**src/rtl/led_seq_pkg.sv**
```systemverilog
// Mode/state codes and pattern tables shared by the RGB LED sequencer.
package led_seq_pkg;

    typedef logic [1:0] led_mode_t;
    typedef logic [1:0] led_state_t;

    localparam led_mode_t MODE_OFF   = 2'd0;
    localparam led_mode_t MODE_CYCLE = 2'd1;
    localparam led_mode_t MODE_BLINK = 2'd2;
    localparam led_mode_t MODE_SOLID = 2'd3;

    localparam led_state_t ST_IDLE  = 2'd0;
    localparam led_state_t ST_BLANK = 2'd1;
    localparam led_state_t ST_RUN   = 2'd2;

    function automatic logic [2:0] step_count(input led_mode_t mode);
        case (mode)
            MODE_CYCLE: step_count = 3'd4;
            MODE_BLINK: step_count = 3'd2;
            default:    step_count = 3'd1;
        endcase
    endfunction

    function automatic logic [1:0] next_step(input led_mode_t mode, input logic [1:0] step);
        logic [2:0] inc;
        inc       = {1'b0, step} + 3'd1;
        next_step = (inc >= step_count(mode)) ? 2'd0 : inc[1:0];
    endfunction

    // Returns {R,G,B} with 1 meaning the channel is lit.
    function automatic logic [2:0] colour(input led_mode_t mode, input logic [1:0] step);
        colour = 3'b000;
        case (mode)
            MODE_CYCLE: begin
                case (step)
                    2'd0:    colour = 3'b100;
                    2'd1:    colour = 3'b010;
                    2'd2:    colour = 3'b001;
                    default: colour = 3'b111;
                endcase
            end
            MODE_BLINK: colour = (step == 2'd0) ? 3'b100 : 3'b000;
            MODE_SOLID: colour = 3'b111;
            default:    colour = 3'b000;
        endcase
    endfunction

endpackage

```
**src/rtl/led_tick_gen.sv**
```systemverilog
// Step prescaler: counts 0..DIV-1 while enabled and pulses tick on the last count.
module led_tick_gen #(
    parameter int DIV = 4
) (
    input  logic clk,
    input  logic rst_n,
    input  logic en,
    input  logic clear,
    output logic tick
);

    localparam int CW = (DIV > 1) ? $clog2(DIV) : 1;

    logic [CW-1:0] cnt;

    assign tick = en & (cnt == CW'(DIV - 1));

    // A disabled prescaler sits at zero so a resumed pattern gets a full dwell.
    always_ff @(posedge clk or negedge rst_n) begin
        if (!rst_n) begin
            cnt <= '0;
        end else if (clear || !en || tick) begin
            cnt <= '0;
        end else begin
            cnt <= cnt + CW'(1);
        end
    end

endmodule

```
**src/rtl/rgb_led_sequencer.sv**
```systemverilog
// RGB LED pattern scheduler with valid/ready mode requests and timed steps.
// Optional brightness PWM is built only when LED_PWM_DIM_EN is defined.
module rgb_led_sequencer #(
    parameter int CLK_HZ   = 12_000_000,
    parameter int STEP_MS  = 250,
    parameter int PWM_BITS = 8
) (
    input  logic                clk,
    input  logic                rst_n,
    input  logic                enable,
    input  logic                mode_req_valid,
    input  logic [1:0]          mode_req,
    output logic                mode_req_ready,
    input  logic [PWM_BITS-1:0] brightness,
    output logic                led_red,
    output logic                led_green,
    output logic                led_blue,
    output logic [1:0]          step_idx,
    output logic                busy
);

    import led_seq_pkg::*;

    localparam int TICK_DIV = CLK_HZ / 1000 * STEP_MS;

    led_state_t state;
    led_mode_t  cur_mode;
    logic       rst_done;
    logic       tick;
    logic       accept;
    logic [2:0] colour_bits;
    logic [2:0] lit;

    // Ready stays low through the first clock after reset release.
    always_ff @(posedge clk or negedge rst_n) begin
        if (!rst_n) rst_done <= 1'b0;
        else        rst_done <= 1'b1;
    end

    assign mode_req_ready = rst_done & enable & (state != ST_BLANK);
    assign accept         = mode_req_valid & mode_req_ready;
    assign busy           = (state != ST_IDLE);

    led_tick_gen #(
        .DIV (TICK_DIV)
    ) u_tick (
        .clk   (clk),
        .rst_n (rst_n),
        .en    (enable),
        .clear (accept),
        .tick  (tick)
    );

    // An accepted request outranks a coincident tick, so the step never advances then.
    always_ff @(posedge clk or negedge rst_n) begin
        if (!rst_n) begin
            state    <= ST_IDLE;
            cur_mode <= MODE_OFF;
            step_idx <= 2'd0;
        end else if (!enable) begin
            state <= ST_IDLE;
        end else if (accept) begin
            cur_mode <= mode_req;
            step_idx <= 2'd0;
            state    <= ST_BLANK;
        end else begin
            case (state)
                ST_IDLE: begin
                    if (cur_mode != MODE_OFF) state <= ST_RUN;
                end
                ST_BLANK: begin
                    if (tick) state <= (cur_mode != MODE_OFF) ? ST_RUN : ST_IDLE;
                end
                ST_RUN: begin
                    if (tick) step_idx <= next_step(cur_mode, step_idx);
                end
                default: state <= ST_IDLE;
            endcase
        end
    end

    always_comb begin
        colour_bits = 3'b000;
        if (state == ST_RUN && enable) colour_bits = colour(cur_mode, step_idx);
    end

`ifdef LED_PWM_DIM_EN
    logic [PWM_BITS-1:0] pwm_cnt;

    always_ff @(posedge clk or negedge rst_n) begin
        if (!rst_n) pwm_cnt <= '0;
        else        pwm_cnt <= pwm_cnt + PWM_BITS'(1);
    end

    assign lit = colour_bits & {3{pwm_cnt < brightness}};
`else
    logic unused_brightness;

    assign unused_brightness = ^brightness;
    assign lit               = colour_bits;
`endif

    // Pins are active-low and registered to keep them glitch-free.
    always_ff @(posedge clk or negedge rst_n) begin
        if (!rst_n) begin
            {led_red, led_green, led_blue} <= 3'b111;
        end else begin
            {led_red, led_green, led_blue} <= ~lit;
        end
    end

endmodule

```
**config.mk**
```make
export PLATFORM = sky130hd
export DESIGN_NAME = rgb_led_sequencer
export DESIGN_NICKNAME = d
export VERILOG_FILES = /design/src/rtl/led_seq_pkg.sv /design/src/rtl/led_tick_gen.sv /design/src/rtl/rgb_led_sequencer.sv
export SDC_FILE = /design/constraint.sdc
export NUM_CORES = 1
export LEC_CHECK = 0
export ABC_AREA = 1
export BUFFER_PORTS_ARGS = -buffer_cell sky130_fd_sc_hd__buf_2
export CAP_MARGIN = 40
export CORE_MARGIN = 5
export CORE_UTILIZATION = 45
export CTS_CLUSTER_SIZE = 10
export DETAILED_ROUTE_END_ITERATION = 6
export PLACE_DENSITY_LB_ADDON = 0.15
export SLEW_MARGIN = 20
export SYNTH_ARGS = -nofsm -noshare
export SYNTH_HDL_FRONTEND = slang
export SYNTH_SLANG_ARGS = --single-unit
```
**constraint.sdc**
```tcl
create_clock -name clk -period 1.95 [get_ports clk]
set_clock_uncertainty 0.05 [all_clocks]
set_input_delay 0.39 -clock clk [delete_from_list [all_inputs] [get_ports clk]]
set_output_delay 0.39 -clock clk [all_outputs]
set_load 0.005 [all_outputs]
```
==> metrics.md, run 1 <==
| Metric | Value |
|---|---|
| Ant diodes | 0 |
| Total clock sinks | 32 |
| Critical Path AT | 1850 ps |
| I/O Pins | 21 |
| Internal power | 1.22 mW |
| Chip Height | 76.5 um |
| Skew-Pair Late Insertion Delay | 280 ps |
| Fin crit share | 88.5% |
| Syn Inst Count | 267 |
| Critical path class | flip-flop to flip-flop |
| Synth Cell Area | 1990 sq um |
| Post-synth ARST share | 100% |
| Post-CTS Resized | 0 |
| Overall Global Routing Usage | 14.8% |
| Post-synth net total | 293 |
| CTS hold repair buffers | 0 |
| Crit path max fanout | 4 |
| Clk pin slew, worst setup/hold paths | 70 ps |
| Startpoint Class | flip-flop |
| Max-Cap Viols | 0 |
| Post-synth EDFFs | 0 |
| Initial drt markers | 89 |
| Nets@finish | 315 |
| Worst-Margin Slew | 724 ps |
| Leakage | 0.982 nW |
| Gr ovfl total | 0 |
| Hold WC Path Type | primary input to async pin |
| Clk Tree Root Cell | clkbuf_8 |
| Status | finished, final reports clean |
| Post-route cell area | 2210 sq um |
| Pwr/cell area | 800 nW/um^2 |
| CTS max path bufs | 2 |
| FP Rows | 24 |
| Minimum clock period after layout | 1730 ps |
| Clock power frac | 29.6% |
| Number of H-tree levels | 2 |
| Detail Route Antenna Nets | 0 |
| Main synth FF type | dfrtp_1 |
| Input/output buffers | 12 |
| DR vias/cell | 4.78 |
| Register share of total power | 42.9% |
| Area Overhead vs Synth | 11.1% |
| VDD IR max | 0.547 mV |
| Die Area | 5840 sq um |
| CP required | 2070 ps |
| Routability cong. | 0.881 |
| Dpl cell area | 2120 sq um |
| First-pass GRT wire length | 7.11 mm |
| Fin. Hold Viols | 0 |
| Core ar. | 4320 sq um |
| Comb power frac | 27.5% |
| Routed length per instance | 11.5 um |
| Drt first pass iters | 4 |
| Num CTS Buffers | 5 |
| Layout cells sized above 1 | 16.6% |
| Slew Viols, Final | 0 |
| Drt drc | 0 |
| Yosys cell types | 26 |
| Antenna violations before repair | 0 |
| CTS tree | built |
| Endpoint class of the critical path | flip-flop |
| Endpoints failing setup | 0 |
| Initial Util | 45.9% |
| Die W | 76.5 um |
| Setup TNS after final layout | 0 ps |
| RSZ-0062 raised after global routing | false |
| F_max | 0.579 GHz |
| Setup WS pre-CTS | 208 ps |
| Vias in the first global route | 1,620 |
| Detailed Place HPWL | 3.05 mm |
| Switch Pwr | 0.549 mW |
| Final WL | 3.94 mm |
| Mean Syn Cell Area | 7.44 sq um |
| Switch share | 31.1% |
| Sequential-to-total area share from yosys stat | 40.5% |
| Post-CTS Setup Inserts | 0 |
| Largest net degree at the start of global routing | 33 |
| Slew HR | 51.8% |
| Yosys warning total | 0 |
| Vias after detailed routing | 1,635 |
| Synth Register Bits | 32 |
| Final WS setup | 224 ps |
[cells in the mapped netlist, types with 4 or more instances]
cell type / instances / share of area (%)
dfrtp_1: 29 / 37
ha_1: 12 / 7.6
inv_1: 29 / 5.5
nand2_1: 74 / 14
nand3_1: 17 / 4.3
nor2_1: 52 / 9.8
nor2_2: 9 / 2.8
nor3_1: 5 / 1.3
o21ai_0: 5 / 1.3
xnor2_1: 6 / 2.6
xor2_1: 4 / 1.8
[routing by layer]
metal / vias to the layer above / routed length (um) / GRT usage [%]
met3: 7 / 161 / 3.31
met1: 730 / 1820 / 18.2
met2: 30 / 1900 / 25.4
met4: 0 / 63 / 5.24
met5: - / 0 / 0
li1: 868 / - / -
[kinds of logic (layout without fill, tap and decap cells)]
group	after synthesis	in the layout	share of synthesized area, %
DFF	32	32	40.5
AOI/OAI and AO/OA	9	9	2.58
xor gates and xnor gates	10	10	4.41
and+or+nand+nor	170	170	37.3
buffers and inverters	33	56	7.43
other	1	1	0.189
adders and majority gates	12	12	7.56
[flip-flops by register name, indices dropped and copies added, names as in the netlist]
signal	flops
led_blue	1
u_tick.cnt	22
cur_mode	2
led_green	1
rst_done	1
step_idx	2
led_red	1
state	2
[worst paths after layout]
| path | start | endpoint | slack [ps] | cells past startpoint |
|---|---|---|---|---|
| max | step_idx[0] | step_idx[1] | 220 | 8 |
| min | rst_n | u_tick.cnt[8] | 110 | 1 |
| max reg2reg | step_idx[0] | step_idx[1] | 220 | 8 |
| min reg2reg | u_tick.cnt[0] | u_tick.cnt[0] | 510 | 2 |
| max in group asynchronous | rst_n | u_tick.cnt[1] | 1270 | 1 |
| min in group clk | mode_req[1] | cur_mode[1] | 270 | 3 |
[layout by cell type, fill, tap and decap left out]
cell / instances
nand3_1: 17
nor3_2: 2
or2_2: 2
nor3_1: 5
o21ai_0: 5
nand4_1: 3
nor2_2: 9
inv_1: 29
dfrtp_1: 29
nand3_2: 1
nand2_2: 3
conb_1: 1
clkbuf_8: 6
xnor2_1: 6
dfstp_2: 3
nor2_1: 52
nand2_1: 74
a21oi_1: 2
o211ai_1: 1
a21oi_2: 1
clkbuf_1: 2
xor2_1: 4
ha_1: 12
inv_2: 2
buf_4: 5
buf_2: 12
nor2_4: 1
nand2_4: 1
[worst max-delay path, stage by stage (launching register included)]
cell	delay, ps
dfrtp_1	390
inv_1	70
ha_1	330
ha_1	310
nand2_1	50
o211ai_1	220
nor3_1	80
nand2_1	90
nand2_1	40
[power groups by stage]
| stage | Combinational [mW] | Clock (mW) | Sequential [mW] |
|---|---|---|---|
| floorplan | 0.327 | 0 | 0.777 |
| global route | 0.565 | 0.575 | 0.767 |
| CTS | 0.501 | 0.549 | 0.759 |
| global placement | 0.495 | 0 | 0.769 |
| finish | 0.486 | 0.523 | 0.758 |
| detailed placement | 0.497 | 0 | 0.770 |
[cell type report]
type,count,area (sq um)
timing repair buffer,17,97.6
sequential,32,805
clock buffer,8,90.1
multi-input combinational,202,1030
fill,451,2120
inverter,31,116
tap,52,65.1
[through the flow]
| step | instances | power, mW | utilization (%) | hold slack, ps |
|---|---|---|---|---|
| 6_report | 342 | 1.77 | 51.1 | 108 |
| 2_1_floorplan | 267 | 1.10 | - | 44.4 |
| 3_5_place_dp | 334 | 1.27 | 49.0 | 452 |
| 3_3_place_gp | 334 | 1.26 | 49.0 | 453 |
| 5_1_grt | 342 | 1.91 | 51.1 | 166 |
| 4_1_cts | 342 | 1.81 | 51.1 | 142 |
No activity file was read; power rests on OpenSTA's default activity.
==> run 2: changes to the inputs <==
--- a/config.mk
+++ b/config.mk
@@ -13,6 +13,7 @@
 export CTS_CLUSTER_SIZE = 10
 export DETAILED_ROUTE_END_ITERATION = 6
 export PLACE_DENSITY_LB_ADDON = 0.15
+export REMOVE_ABC_BUFFERS = 1
 export SLEW_MARGIN = 20
 export SYNTH_ARGS = -nofsm -noshare
 export SYNTH_HDL_FRONTEND = slang
==> metrics.md, run 2 (synthesis results as in run 1) <==
| Metric | Value |
|---|---|
| Largest net degree at the start of global routing | 33 (unchanged) |
| Crit path buffers/inverters | 1 (unchanged) |
| Pwr/cell area | 834 nW/um^2 (was 800 nW/um^2) |
| Routability cong. | 0.856 (was 0.881) |
| I/O Pins | 21 (unchanged) |
| Biggest register | u_tick.cnt (unchanged) |
| Die W | 76.5 um (unchanged) |
| Leakage | 0.987 nW (was 0.982 nW) |
| CP peak stage delay | 420 ps (was 390 ps) |
| Final Util | 51.3% (was 51.1%) |
| Drt drc | 0 (unchanged) |
| Vias in the first global route | 1,586 (was 1,620) |
| Commonest cells after routing, fill and taps aside | nand2_1, nor2_1, inv_1, dfrtp_1, nand3_1 (unchanged) |
| FP Rows | 24 (unchanged) |
| Worst-Margin Slew | 710 ps (was 724 ps) |
| Chip Height | 76.5 um (unchanged) |
| Levels on crit path | 8 (unchanged) |
| CP required | 2080 ps (was 2070 ps) |
| Post-CTS Setup Inserts | 0 (unchanged) |
| RSZ-0062 raised after global routing | false (unchanged) |
| Detail Route Antenna Nets | 0 (unchanged) |
| Slew Viols, Final | 0 (unchanged) |
| Skew-Pair Late Insertion Delay | 280 ps (about the same) |
| Layout cells sized above 1 | 16.6% (about the same) |
| Die Area | 5840 sq um (unchanged) |
| Routed length per instance | 11.4 um (was 11.5 um) |
| Area Overhead vs Synth | 11.6% (was 11.1%) |
| Register share of total power | 41.3% (was 42.9%) |
| Flop-to-flop setup slack | 200 ps (was 220 ps) |
| Largest delay contributor family on the critical path | adder cells (unchanged) |
| Antenna violations before repair | 0 (unchanged) |
| Nets@finish | 314 (was 315) |
| Core ar. | 4320 sq um (unchanged) |
| Worst-path cell chain | inv_1 -> ha_1 -> ha_1 -> nand2_1 -> o211ai_1 -> nor3_1 -> nand2_1 -> nand2_1 (unchanged) |
| Critical path class | flip-flop to flip-flop (unchanged) |
| Clk pin slew, worst setup/hold paths | 70 ps (about the same) |
| Status | finished, final reports clean (unchanged) |
| Detailed Place HPWL | 2.99 mm (was 3.05 mm) |
| Crit path from | step_idx[0] (unchanged) |
| Critical Path End | step_idx[1] (unchanged) |
| CTS max path bufs | 2 (unchanged) |
| Gr ovfl total | 0 (unchanged) |
| Input/output buffers | 12 (unchanged) |
| Setup TNS after final layout | 0 ps (unchanged) |
| Critical Path AT | 1890 ps (was 1850 ps) |
| Final WL | 3.88 mm (was 3.94 mm) |
| Critical Path Slowest Stage Cell | dfrtp_1 (unchanged) |
| Fin crit share | 90.0% (was 88.5%) |
| Total clock sinks | 32 (unchanged) |
| Endpoints failing setup | 0 (unchanged) |
| Minimum clock period after layout | 1750 ps (was 1730 ps) |
| Vias after detailed routing | 1,610 (was 1,635) |
| Worst reg2reg path depth | 8 (unchanged) |
| Initial Util | 45.9% (unchanged) |
| Num CTS Buffers | 5 (unchanged) |
| Overall power | 1.85 mW (was 1.77 mW) |
| First-pass GRT wire length | 7.02 mm (was 7.11 mm) |
| F_max | 0.570 GHz (was 0.579 GHz) |
| Fin. Hold Viols | 0 (unchanged) |
| Hold WC Path Type | primary input to async pin (unchanged) |
| Drt first pass iters | 4 (unchanged) |
| Max-Cap Viols | 0 (unchanged) |
| Startpoint Class | flip-flop (unchanged) |
| CTS hold repair buffers | 0 (unchanged) |
| Ant diodes | 0 (unchanged) |
| Clock power frac | 33.5% (was 29.6%) |
| Slew HR | 52.7% (was 51.8%) |
| Post-CTS Resized | 0 (unchanged) |
| Number of H-tree levels | 2 (unchanged) |
| Reg-to-Reg End | step_idx[1] (unchanged) |
| Crit path max fanout | 4 (unchanged) |
| Most common cell after layout, fill and taps aside | nand2_1 (unchanged) |
| Endpoint class of the critical path | flip-flop (unchanged) |
| R2r startpoint | step_idx[0] (unchanged) |
| Initial drt markers | 60 (was 89) |
| Hold WS | 105 ps (was 108 ps) |
| Dpl cell area | 2110 sq um (was 2120 sq um) |
| Post-route cell area | 2220 sq um (was 2210 sq um) |
| Overall Global Routing Usage | 14.8% (about the same) |
| VDD IR max | 0.520 mV (was 0.547 mV) |
| DR vias/cell | 4.72 (was 4.78) |
| CTS tree | built (unchanged) |
| Switch Pwr | 0.551 mW (was 0.549 mW) |
| Max reg flops | 22 (unchanged) |
| Comb power frac | 25.2% (was 27.5%) |
| Internal power | 1.30 mW (was 1.22 mW) |
| Most used cell, CP | nand2_1 (unchanged) |
| Switch share | 29.8% (was 31.1%) |
| Clk Tree Root Cell | clkbuf_8 (unchanged) |
run 2: cell types whose count changed in the layout (fill, tap and decap cells not counted), sizes merged:
| cell | previous run | this run |
|---|---|---|
| bufinv | 0 | 1 |
| clkbuf | 8 | 6 |
| buf | 17 | 16 |
| clkinv | 0 | 1 |
run 2: final cells by class:
| cell class | count | area [sq um] |
|---|---|---|
| fillers | 423 | 2110 |
| multi-input cells | 202 | 1030 |
| flip-flops and latches | 32 | 805 |
| inverters | 31 | 116 |
| repair buffers | 16 | 90.1 |
| clock buffers | 6 | 72.6 |
| well taps | 52 | 65.1 |
| clock inverters | 2 | 35.0 |
run 2: worst min-delay path by stage:
stage / slack (ps) / cells after the start / endpoint
3_5_place_dp: 440 / 1 / u_tick.cnt[8]
4_1_cts: 130 / 1 / cur_mode[1]
2_1_floorplan: 40 / 0 / cur_mode[0]
5_1_grt: 160 / 1 / u_tick.cnt[13]
3_3_place_gp: 440 / 1 / u_tick.cnt[16]
6_report: 110 / 1 / cur_mode[1]
run 2: worst register-to-register path, cell delays in order, from the launching register on:
cell	delay, ps
dfrtp_1	420
inv_1	80
ha_1	330
ha_1	310
nand2_1	50
o211ai_1	200
nor3_1	70
nand2_1	100
nand2_1	50
run 2: metrics by stage:
| step | instances | setup slack, ps |
|---|---|---|
| 2_1_floorplan | 265 | 265 |
| 3_3_place_gp | 333 | 223 |
| 3_5_place_dp | 333 | 208 |
| 4_1_cts | 341 | 191 |
| 5_1_grt | 341 | 22.0 |
| 6_report | 341 | 195 |
run 2: power by group through the flow:
stage                     Combinational [mW]  Clock (mW)  Sequential (mW)
after floorplan                        0.317           0            0.777
final                                  0.466       0.621            0.765
after detailed placement               0.470           0            0.777
after global placement                 0.466           0            0.775
after CTS                              0.474       0.644            0.764
after global routing                   0.562       0.684            0.773
run 2: layer usage:
metal	wire (um)	GRT usage, %	vias to the layer above
met5	0	0	-
met4	58	5.59	0
met3	148	3.43	7
met2	1850	24.6	27
met1	1820	18.5	716
li1	-	-	860
